[src/rtl/spike_codec_pkg.sv]
// Shared constants and FSM state type for the spike encoder/decoder family.
// Widths here are the defaults used by the neuron tile and the rate decoder.
package spike_codec_pkg;

  localparam int SPK_WIN_W       = 8;
  localparam int SPK_CNT_W       = 6;
  localparam int SPK_DEFAULT_WIN = 64;
  localparam int SPK_EMA_SHIFT   = 2;

  typedef enum logic {
    IDLE  = 1'b0,
    COUNT = 1'b1
  } state_t;

endpackage

[src/rtl/spike_window_timer.sv]
// Loadable window down-counter; last is high on the final cycle of a window.
// Reloads itself on the last cycle so windows run back to back.
module spike_window_timer
  import spike_codec_pkg::*;
#(
  parameter int W = SPK_WIN_W
) (
  input  logic         clk,
  input  logic         reset,
  input  logic         load,
  input  logic         enable,
  input  logic [W-1:0] reload,
  output logic         last
);

  logic [W-1:0] timer;

  always_ff @(posedge clk) begin
    if (reset)
      timer <= '0;
    else if (load)
      timer <= reload;
    else if (enable)
      timer <= (timer == '0) ? reload : timer - W'(1);
  end

  assign last = enable & (timer == '0);

endmodule

[src/rtl/spike_rate_decoder.sv]
// Spike train to rate decoder: counts rising edges per window, valid/ready out.
// Define SPIKE_EMA_EN to smooth the per-window count with a shift-based EMA.
module spike_rate_decoder
  import spike_codec_pkg::*;
#(
  parameter int WIN_W       = SPK_WIN_W,
  parameter int CNT_W       = SPK_CNT_W,
  parameter int DEFAULT_WIN = SPK_DEFAULT_WIN
`ifdef SPIKE_EMA_EN
  ,
  parameter int EMA_SHIFT   = SPK_EMA_SHIFT
`endif
) (
  input  logic             clk,
  input  logic             reset,
  input  logic             spike_in,
  input  logic             enable,
  input  logic [WIN_W-1:0] win_len,
  input  logic             win_load,
  output logic [CNT_W-1:0] rate_out,
  output logic             rate_valid,
  input  logic             rate_ready,
  output logic             overrun,
  output logic             busy
);

  localparam logic [CNT_W-1:0] CNT_MAX = '1;

  state_t           state;
  state_t           state_nx;
  logic             start;
  logic             spike_d;
  logic             evt;
  logic             last;
  logic             win_end;
  logic             accept;
  logic [WIN_W-1:0] win_len_q;
  logic [WIN_W-1:0] reload;
  logic [CNT_W-1:0] count;
  logic [CNT_W-1:0] final_cnt;
  logic [CNT_W-1:0] new_rate;

  assign evt       = spike_in & ~spike_d;
  assign final_cnt = (evt && count != CNT_MAX) ? count + CNT_W'(1) : count;
  assign reload    = win_len_q - WIN_W'(1);
  assign busy      = (state == COUNT);
  assign win_end   = busy & enable & last;
  assign accept    = rate_valid & rate_ready;

  always_ff @(posedge clk) begin
    if (reset)
      state <= IDLE;
    else
      state <= state_nx;
  end

  always_comb begin
    state_nx = state;
    start    = 1'b0;
    unique case (state)
      IDLE: begin
        if (enable) begin
          state_nx = COUNT;
          start    = 1'b1;
        end
      end
      COUNT: begin
        if (!enable)
          state_nx = IDLE;
      end
    endcase
  end

  spike_window_timer #(
    .W(WIN_W)
  ) u_timer (
    .clk   (clk),
    .reset (reset),
    .load  (start),
    .enable(busy & enable),
    .reload(reload),
    .last  (last)
  );

  always_ff @(posedge clk) begin
    if (reset) begin
      spike_d   <= 1'b0;
      win_len_q <= WIN_W'(DEFAULT_WIN);
    end else begin
      spike_d <= spike_in;
      if (win_load)
        win_len_q <= (win_len == '0) ? WIN_W'(1) : win_len;
    end
  end

  // Partial counts are dropped whenever the window is abandoned
  always_ff @(posedge clk) begin
    if (reset || !busy || !enable || win_end)
      count <= '0;
    else
      count <= final_cnt;
  end

`ifdef SPIKE_EMA_EN
  localparam int EW = CNT_W + EMA_SHIFT;

  logic [EW-1:0] ema;
  logic [EW-1:0] ema_nx;

  assign ema_nx   = ema + EW'(final_cnt) - (ema >> EMA_SHIFT);
  assign new_rate = ema_nx[EW-1:EMA_SHIFT];

  always_ff @(posedge clk) begin
    if (reset)
      ema <= '0;
    else if (win_end)
      ema <= ema_nx;
  end
`else
  assign new_rate = final_cnt;
`endif

  always_ff @(posedge clk) begin
    if (reset) begin
      rate_out   <= '0;
      rate_valid <= 1'b0;
      overrun    <= 1'b0;
    end else if (win_end) begin
      rate_out   <= new_rate;
      rate_valid <= 1'b1;
      if (rate_valid && !rate_ready)
        overrun <= 1'b1;
    end else if (accept) begin
      rate_valid <= 1'b0;
    end
  end

endmodule

[config.mk]
export PLATFORM = sky130hd
export DESIGN_NAME = spike_rate_decoder
export DESIGN_NICKNAME = d
export VERILOG_FILES = /design/src/rtl/spike_codec_pkg.sv /design/src/rtl/spike_window_timer.sv /design/src/rtl/spike_rate_decoder.sv
export SDC_FILE = /design/constraint.sdc
export NUM_CORES = 1
export LEC_CHECK = 0
export ABC_CLOCK_PERIOD_IN_PS = 2000
export BUFFER_PORTS_ARGS = -buffer_cell sky130_fd_sc_hd__buf_2
export CORE_MARGIN = 2
export CORE_UTILIZATION = 56
export DETAILED_ROUTE_END_ITERATION = 10
export GPL_ROUTABILITY_DRIVEN = 0
export GPL_TIMING_DRIVEN = 1
export PLACE_DENSITY = 0.76
export SYNTH_ARGS = -nofsm -noshare
export SYNTH_HDL_FRONTEND = slang
export SYNTH_HIERARCHICAL = 1
export SYNTH_SLANG_ARGS = --single-unit
[constraint.sdc]
create_clock -name clk -period 2 [get_ports clk]
set_input_delay 0 -clock clk [delete_from_list [all_inputs] [get_ports clk]]
set_output_delay 0 -clock clk [all_outputs]
set_load 0.05 [all_outputs]
==> reports/results.txt, run 1 <==
Total CTS buffers - 5
Multi-input gate area - 962.2 um^2
HPWL after DPL - 2486 um
Final TNS setup - 0 ns
Mapped Area - 1665 um^2
Crit Path Class - flop to flop
Main synth FF type - dfxtp_1
WL per Instance - 14.33 um
Slew margin rel. - 63.26%
CP peak stage delay - 0.38 ns
Critical Path Start Type - flop
Worst path arrival time - 2.02 ns
Vias in the first global route - 1437
Worst-path clk slew - 0.09 ns
Initial Util - 59.87%
Syn Area/Cell - 9.051 um^2
Slew of the pin with the lowest slew margin - 0.5511 ns
Syn nets - 202
Met3 usage - 5.495%
Fill cells - 205
Buf/Inv on CP - 2
Syn Inst Count - 184
Cell taking the most area after synthesis - dfxtp_1
Family with the most delay on the worst path - simple AND/OR/NAND/NOR gates
Ys async rst share - 0%
Initial antenna violation count - 0
CP cell instances - inv_1 -> ha_1 -> nor3b_4 -> and3_2 -> and3_1 -> buf_4 -> a31oi_1 -> nor2_1
DRT iter0 DRCs - 51
Top post-synthesis cells by area - dfxtp_1 (38%), nor2_1 (6.1%), mux2i_1 (5.4%)
Synthesis Warnings - 6
FMAX - 551.4 MHz
ANT nets after route - 0
Yosys top cell area share - 38.47%
TritonCTS clock tree - built
Drt drc - 0
Die ar. - 3426 um^2
Routed WL - 3653 um
RSZ-0062 raised after global routing - no
Synth Area in Compound Gates - 19.91%
Clock Skew - 0.003714 ns
Die X - 58.53 um
Seq/Total Area, Yosys - 38.47%
Synth Area in XOR/XNOR - 5.259%
First-pass GRT wire length - 6306 um
DR pass1 iterations - 4
CTS root buf - clkbuf_4
Crit share post-route - 90.68%
Leakage Power - 0.0008490 uW
Pwr/cell area - 703.2 nW/um^2
CTS H-tree depth - 2
CP Max Fanout - 14
Antenna diodes - 0
Via count - 1461
Met2 Resource Use GR - 38.68%
Final Setup Violations - 0
VDD IR max - 0.5821 mV
Synth-to-Final Area Change - 19.83%
Most Crowded Layer GR - met2
Simple-gate portion of the synthesized area - 22.84%
Multiplexer share of the synthesized area - 6.086%
Worst Path Required - 2.21 ns
Unique masters post-synth - 56
Total track usage - 24.38%
HP Class - input port to flop
Largest net degree at the start of global routing - 31
I/O Pins - 23
GRT overflow - 0
Vias per cell - 5.729
Post-Synth Adder-Cell Area - 3.005%
Layout cells sized above 1 - 22.77%
Die Ht - 58.53 um
Status - finished, final reports clean
Tmin final - 1.814 ns
Slowest CP cell - dfxtp_1
Post-layout net count - 242
Non-filler cells, final - 255
IO buf count - 22
Bufs on Longest Clock Path - 2
Final Max Tran Viols - 0
Flops & latches, synth - 32
Placed insts - 235
Max-Cap Viols - 0
Crit end category - flop
Clock sinks - 32
Largest family of logic cells by synthesized area - simple AND/OR/NAND/NOR gates
FF+latch area - 641.9 um^2
EDFF count, synth - 0
Endpoints failing hold - 0
Core area - 2781 um^2
Cell Rows - 19
Met1 usage - 31.08%
Worst-Skew Late Latency - 0.33 ns
==> per-stage QoR <==
| step | utilization, % | total power [uW] | setup WS [ns] | cell area [um^2] | hold slack, ns |
|---|---|---|---|---|---|
| final | 71.75 | 1403 | 0.1865 | 1996 | 0.06602 |
| after global routing | 71.75 | 1483 | 0.01646 | 1996 | 0.06452 |
| after CTS | 70.81 | 1385 | 0.08136 | 1969 | 0.03914 |
| after detailed placement | 65.18 | 1035 | 0.1140 | 1813 | 0.2313 |
| after global placement | 65.18 | 1021 | 0.2078 | 1813 | 0.2239 |
| after floorplan | - | 949.1 | 0.1159 | 1667 | 0.1224 |
==> routing by layer <==
layer  vias up  part of all wire (%)
met5         -                     0
met4         0                   1.8
met3         8                   3.9
met2        33                    47
met1       679                    47
li1        741                     -
==> cell usage after synthesis, drive strengths merged, types with 3 or more instances <==
cell,instances
a211oi,7
a21oi,9
a31oi,5
and3,4
buf,5
dfxtp,32
ha,4
inv,9
mux2i,9
nand2,6
nor2,27
nor2b,6
nor3,4
nor3b,3
nor4,3
o211ai,3
o21ai,8
xor2,8
==> flip-flops by register name (all words and copies together), names as in the netlist <==
name,cells
win_len_q,8
overrun,1
count,6
busy,1
rate_valid,1
rate_out,6
spike_d,1
u_timer/timer,8
==> path summary, 6_finish.rpt <==
check | to | cells past startpoint | slack, ns | startpoint
hold / removal | win_len_q[0] | 2 | 0.07 | win_load
hold reg to reg | rate_out[2] | 2 | 0.49 | rate_out[2]
setup / recovery | overrun | 8 | 0.19 | u_timer/timer[0]
setup reg to reg | overrun | 8 | 0.19 | u_timer/timer[0]
==> area by class of cell <==
cell class                 count  area share [%]
inverter                       9           1.693
multi-input combinational    136           48.21
tap                           31           1.944
clock inverter                 1          0.2508
clock buffer                   6           2.069
sequential                    32           32.16
timing repair buffer          40           13.67
==> layout by cell type, fill, tap and decap left out, types with 5 or more instances in the layout <==
cell	synthesis	layout
dfxtp_1	32	31
nor2_1	27	27
buf_2	2	22
dlygate4sd3_1	0	11
inv_1	9	9
mux2i_1	9	9
a21oi_1	9	9
xor2_1	8	8
buf_4	1	7
nor2b_1	6	6
o21ai_0	6	6
nand2_1	5	5
a211oi_1	5	5
clkbuf_4	0	5
==> power by group <==
part | leakage, uW | internal (uW) | switching [uW]
sequential | 0.000262 | 672 | 46.4
clock | 0.0000281 | 129 | 208
combinational | 0.000559 | 173 | 175
total | 0.000849 | 974 | 429
==> kinds of logic (layout without fill, tap and decap cells) <==
| logic type | count (synthesis) | count (layout) |
|---|---|---|
| AND/OR/NAND/NOR | 66 | 66 |
| adder cells (fa/ha/maj) | 4 | 4 |
| XOR/XNOR | 10 | 10 |
| multiplexers | 10 | 10 |
| AO/OA/AOI/OAI | 46 | 46 |
| buffers and inverters | 16 | 56 |
| flip-flops | 32 | 32 |
==> repair_timing <==
action / 4_1_cts / 5_1_grt
endpoints found under the setup margin: 0 / 7
buffers inserted: 0 / 2
hold endpoints to repair: 12 / 0
hold buffers: 11 / 0
gates resized for setup: 0 / 2
(Power assumes the default switching activity.)
==> inputs of run 2 (changes only) <==
--- a/config.mk
+++ b/config.mk
@@ -7,12 +7,15 @@
 export LEC_CHECK = 0
 export ABC_CLOCK_PERIOD_IN_PS = 2000
 export BUFFER_PORTS_ARGS = -buffer_cell sky130_fd_sc_hd__buf_2
+export CELL_PAD_IN_SITES_DETAIL_PLACEMENT = 1
+export CELL_PAD_IN_SITES_GLOBAL_PLACEMENT = 1
 export CORE_MARGIN = 2
-export CORE_UTILIZATION = 56
+export CORE_UTILIZATION = 43
 export DETAILED_ROUTE_END_ITERATION = 10
 export GPL_ROUTABILITY_DRIVEN = 0
 export GPL_TIMING_DRIVEN = 1
 export PLACE_DENSITY = 0.76
+export SKIP_CTS_REPAIR_TIMING = 1
 export SYNTH_ARGS = -nofsm -noshare
 export SYNTH_HDL_FRONTEND = slang
 export SYNTH_HIERARCHICAL = 1
==> run 2 against run 1 <==
The run now ends with negative hold slack left. Cell area up 0.94%. Non-clock buffer count down 6. Clock skew down 0.0018 ns. Hold slack worse by 0.089 ns. Global-route usage down 3.0 points. Highest routed layer unchanged.
==> reports/results.txt, run 2 (synthesis gave the netlist of run 1 again) <==
Final TNS setup - 0 ns (unchanged)
Final instance area - 2014 um^2 (was 1996 um^2)
Status - finished with violations (was finished, final reports clean)
Commonest cells after routing, fill and taps aside - dfxtp_1 (31), nor2_1 (27), buf_2 (22) (unchanged)
CP Max Fanout - 14 (unchanged)
Switching share of power - 28.58% (was 30.60%)
Synth-to-Final Area Change - 20.96% (was 19.83%)
Commonest non-fill, non-tap cell in the layout - dfxtp_1 (unchanged)
Failing checks - negative hold slack
HP Class - input port to flop (unchanged)
WL per Instance - 15.70 um (was 14.33 um)
Clock power share - 36.7% (was 24.0%)
Critical Path Start Type - flop (unchanged)
First-pass GRT wire length - 7196 um (was 6306 um)
Drt drc - 0 (unchanged)
TritonCTS clock tree - built (unchanged)
DRT iter0 DRCs - 55 (was 51)
Max-Cap Viols - 0 (unchanged)
Cell Rows - 22 (was 19)
ANT nets after route - 0 (unchanged)
Clock sinks - 32 (unchanged)
Logic pwr share - 20.8% (was 24.8%)
Crit share post-route - 92.50% (was 90.68%)
Tmin final - 1.850 ns (was 1.814 ns)
Final Setup Violations - 0 (unchanged)
Layout cells sized above 1 - 24.20% (was 22.77%)
Vias in the first global route - 1520 (was 1437)
Endpoints failing hold - 4 (was 0)
FMAX - 540.5 MHz (was 551.4 MHz)
Crit path from - u_timer/timer[0] (unchanged)
Sw Pwr - 484.2 uW (was 429.4 uW)
Largest net degree at the start of global routing - 31 (unchanged)
Core area - 3689 um^2 (was 2781 um^2)
R2R Path Start - u_timer/timer[0] (unchanged)
DR pass1 iterations - 4 (unchanged)
Final Max Tran Viols - 0 (unchanged)
I/O Pins - 23 (unchanged)
Post-layout net count - 236 (was 242)
Crit Path Class - flop to flop (unchanged)
Final hold slack - -0.02263 ns (was 0.06602 ns)
Antenna diodes - 0 (unchanged)
IO buf count - 22 (unchanged)
Total track usage - 21.41% (was 24.38%)
Leakage Power - 0.0008479 uW (was 0.0008490 uW)
CTS root buf - clkbuf_8 (was clkbuf_4)
Slew of the pin with the lowest slew margin - 0.5778 ns (was 0.5511 ns)
Bufs on Longest Clock Path - 2 (unchanged)
Hold_sp - win_len[5] (was win_load)
GRT overflow - 0 (unchanged)
Fill cells - 450 (was 205)
R2R setup slack - 0.15 ns (was 0.19 ns)
Via count - 1482 (was 1461)
Vias per cell - 5.551 (was 5.729)
Die ar. - 4386 um^2 (was 3426 um^2)
Slew margin rel. - 61.48% (was 63.26%)
Clock Skew - 0.001920 ns (was 0.003714 ns)
Routed WL - 4192 um (was 3653 um)
Worst path arrival time - 2.05 ns (was 2.02 ns)
Worst-path clk slew - 0.07 ns (was 0.09 ns)
Total CTS buffers - 5 (unchanged)
Worst-Skew Late Latency - 0.29 ns (was 0.33 ns)
CTS H-tree depth - 2 (unchanged)
Die Ht - 66.23 um (was 58.53 um)
VDD IR max - 0.4653 mV (was 0.5821 mV)
Crit end category - flop (unchanged)
Sequential power share - 42.5% (was 51.2%)
Pwr/cell area - 841.0 nW/um^2 (was 703.2 nW/um^2)
Die X - 66.23 um (was 58.53 um)
Total internal power - 1210 uW (was 974.0 uW)
Dpl cell area - 1842 um^2 (was 1813 um^2)
Initial Util - 45.15% (was 59.87%)
HPWL after DPL - 2915 um (was 2486 um)
Worst Path Required - 2.20 ns (was 2.21 ns)
Biggest regs - u_timer/timer: 8 flops, win_len_q: 8 flops (unchanged)
Initial antenna violation count - 0 (unchanged)
==> run 2: metal layers <==
layer  vias up  track usage (%)  part of all wire [%]
li1        723                -                     -
met1       716            26.26                    46
met2        38            36.38                    49
met3         5            5.963                   4.7
met4         0            6.122                  0.81
met5         -                0                     0
==> run 2: worst max-delay path: stages (launching register included) <==
cell      delay, ns
dfxtp_1        0.34
inv_1          0.11
ha_1           0.19
nor3b_4        0.24
and3_2         0.24
and3_1         0.15
buf_4          0.20
nor2_1         0.06
a211oi_1       0.22
==> run 2: power groups by stage <==
stage          clock network [uW]  registers [uW]  logic, uW
3_5_place_dp                    0             732        322
4_1_cts                       636             718        326
2_1_floorplan                   0             727        222
5_1_grt                       666             726        389
6_report                      621             720        353
3_3_place_gp                    0             727        306
==> run 2: worst paths after layout <==
check | cells past startpoint | to
worst max-delay path | 8 | rate_out[0]
worst min-delay path | 3 | win_len_q[5]
worst max register to register | 8 | rate_out[0]
worst min register to register | 2 | overrun
==> run 2: final cells by class <==
cell class	count	area, um^2	share of cell area (%)
multi-input combinational	136	957.2	47.52
timing repair buffer	34	210.2	10.43
clock buffer	5	68.82	3.416
clock inverter	3	42.54	2.112
inverter	9	33.78	1.677
tap	48	60.06	2.981
sequential	32	641.9	31.86
==> run 2: metrics by stage <==
stage	cells	utilization [%]	setup slack, ns	total power, uW
final	267	54.61	0.1500	1694
after global placement	253	49.93	0.1270	1034
after global routing	267	54.61	-0.01942	1780
after CTS	261	52.95	0.01328	1680
after floorplan	184	-	0.1159	949.1
after detailed placement	253	49.93	0.04250	1054
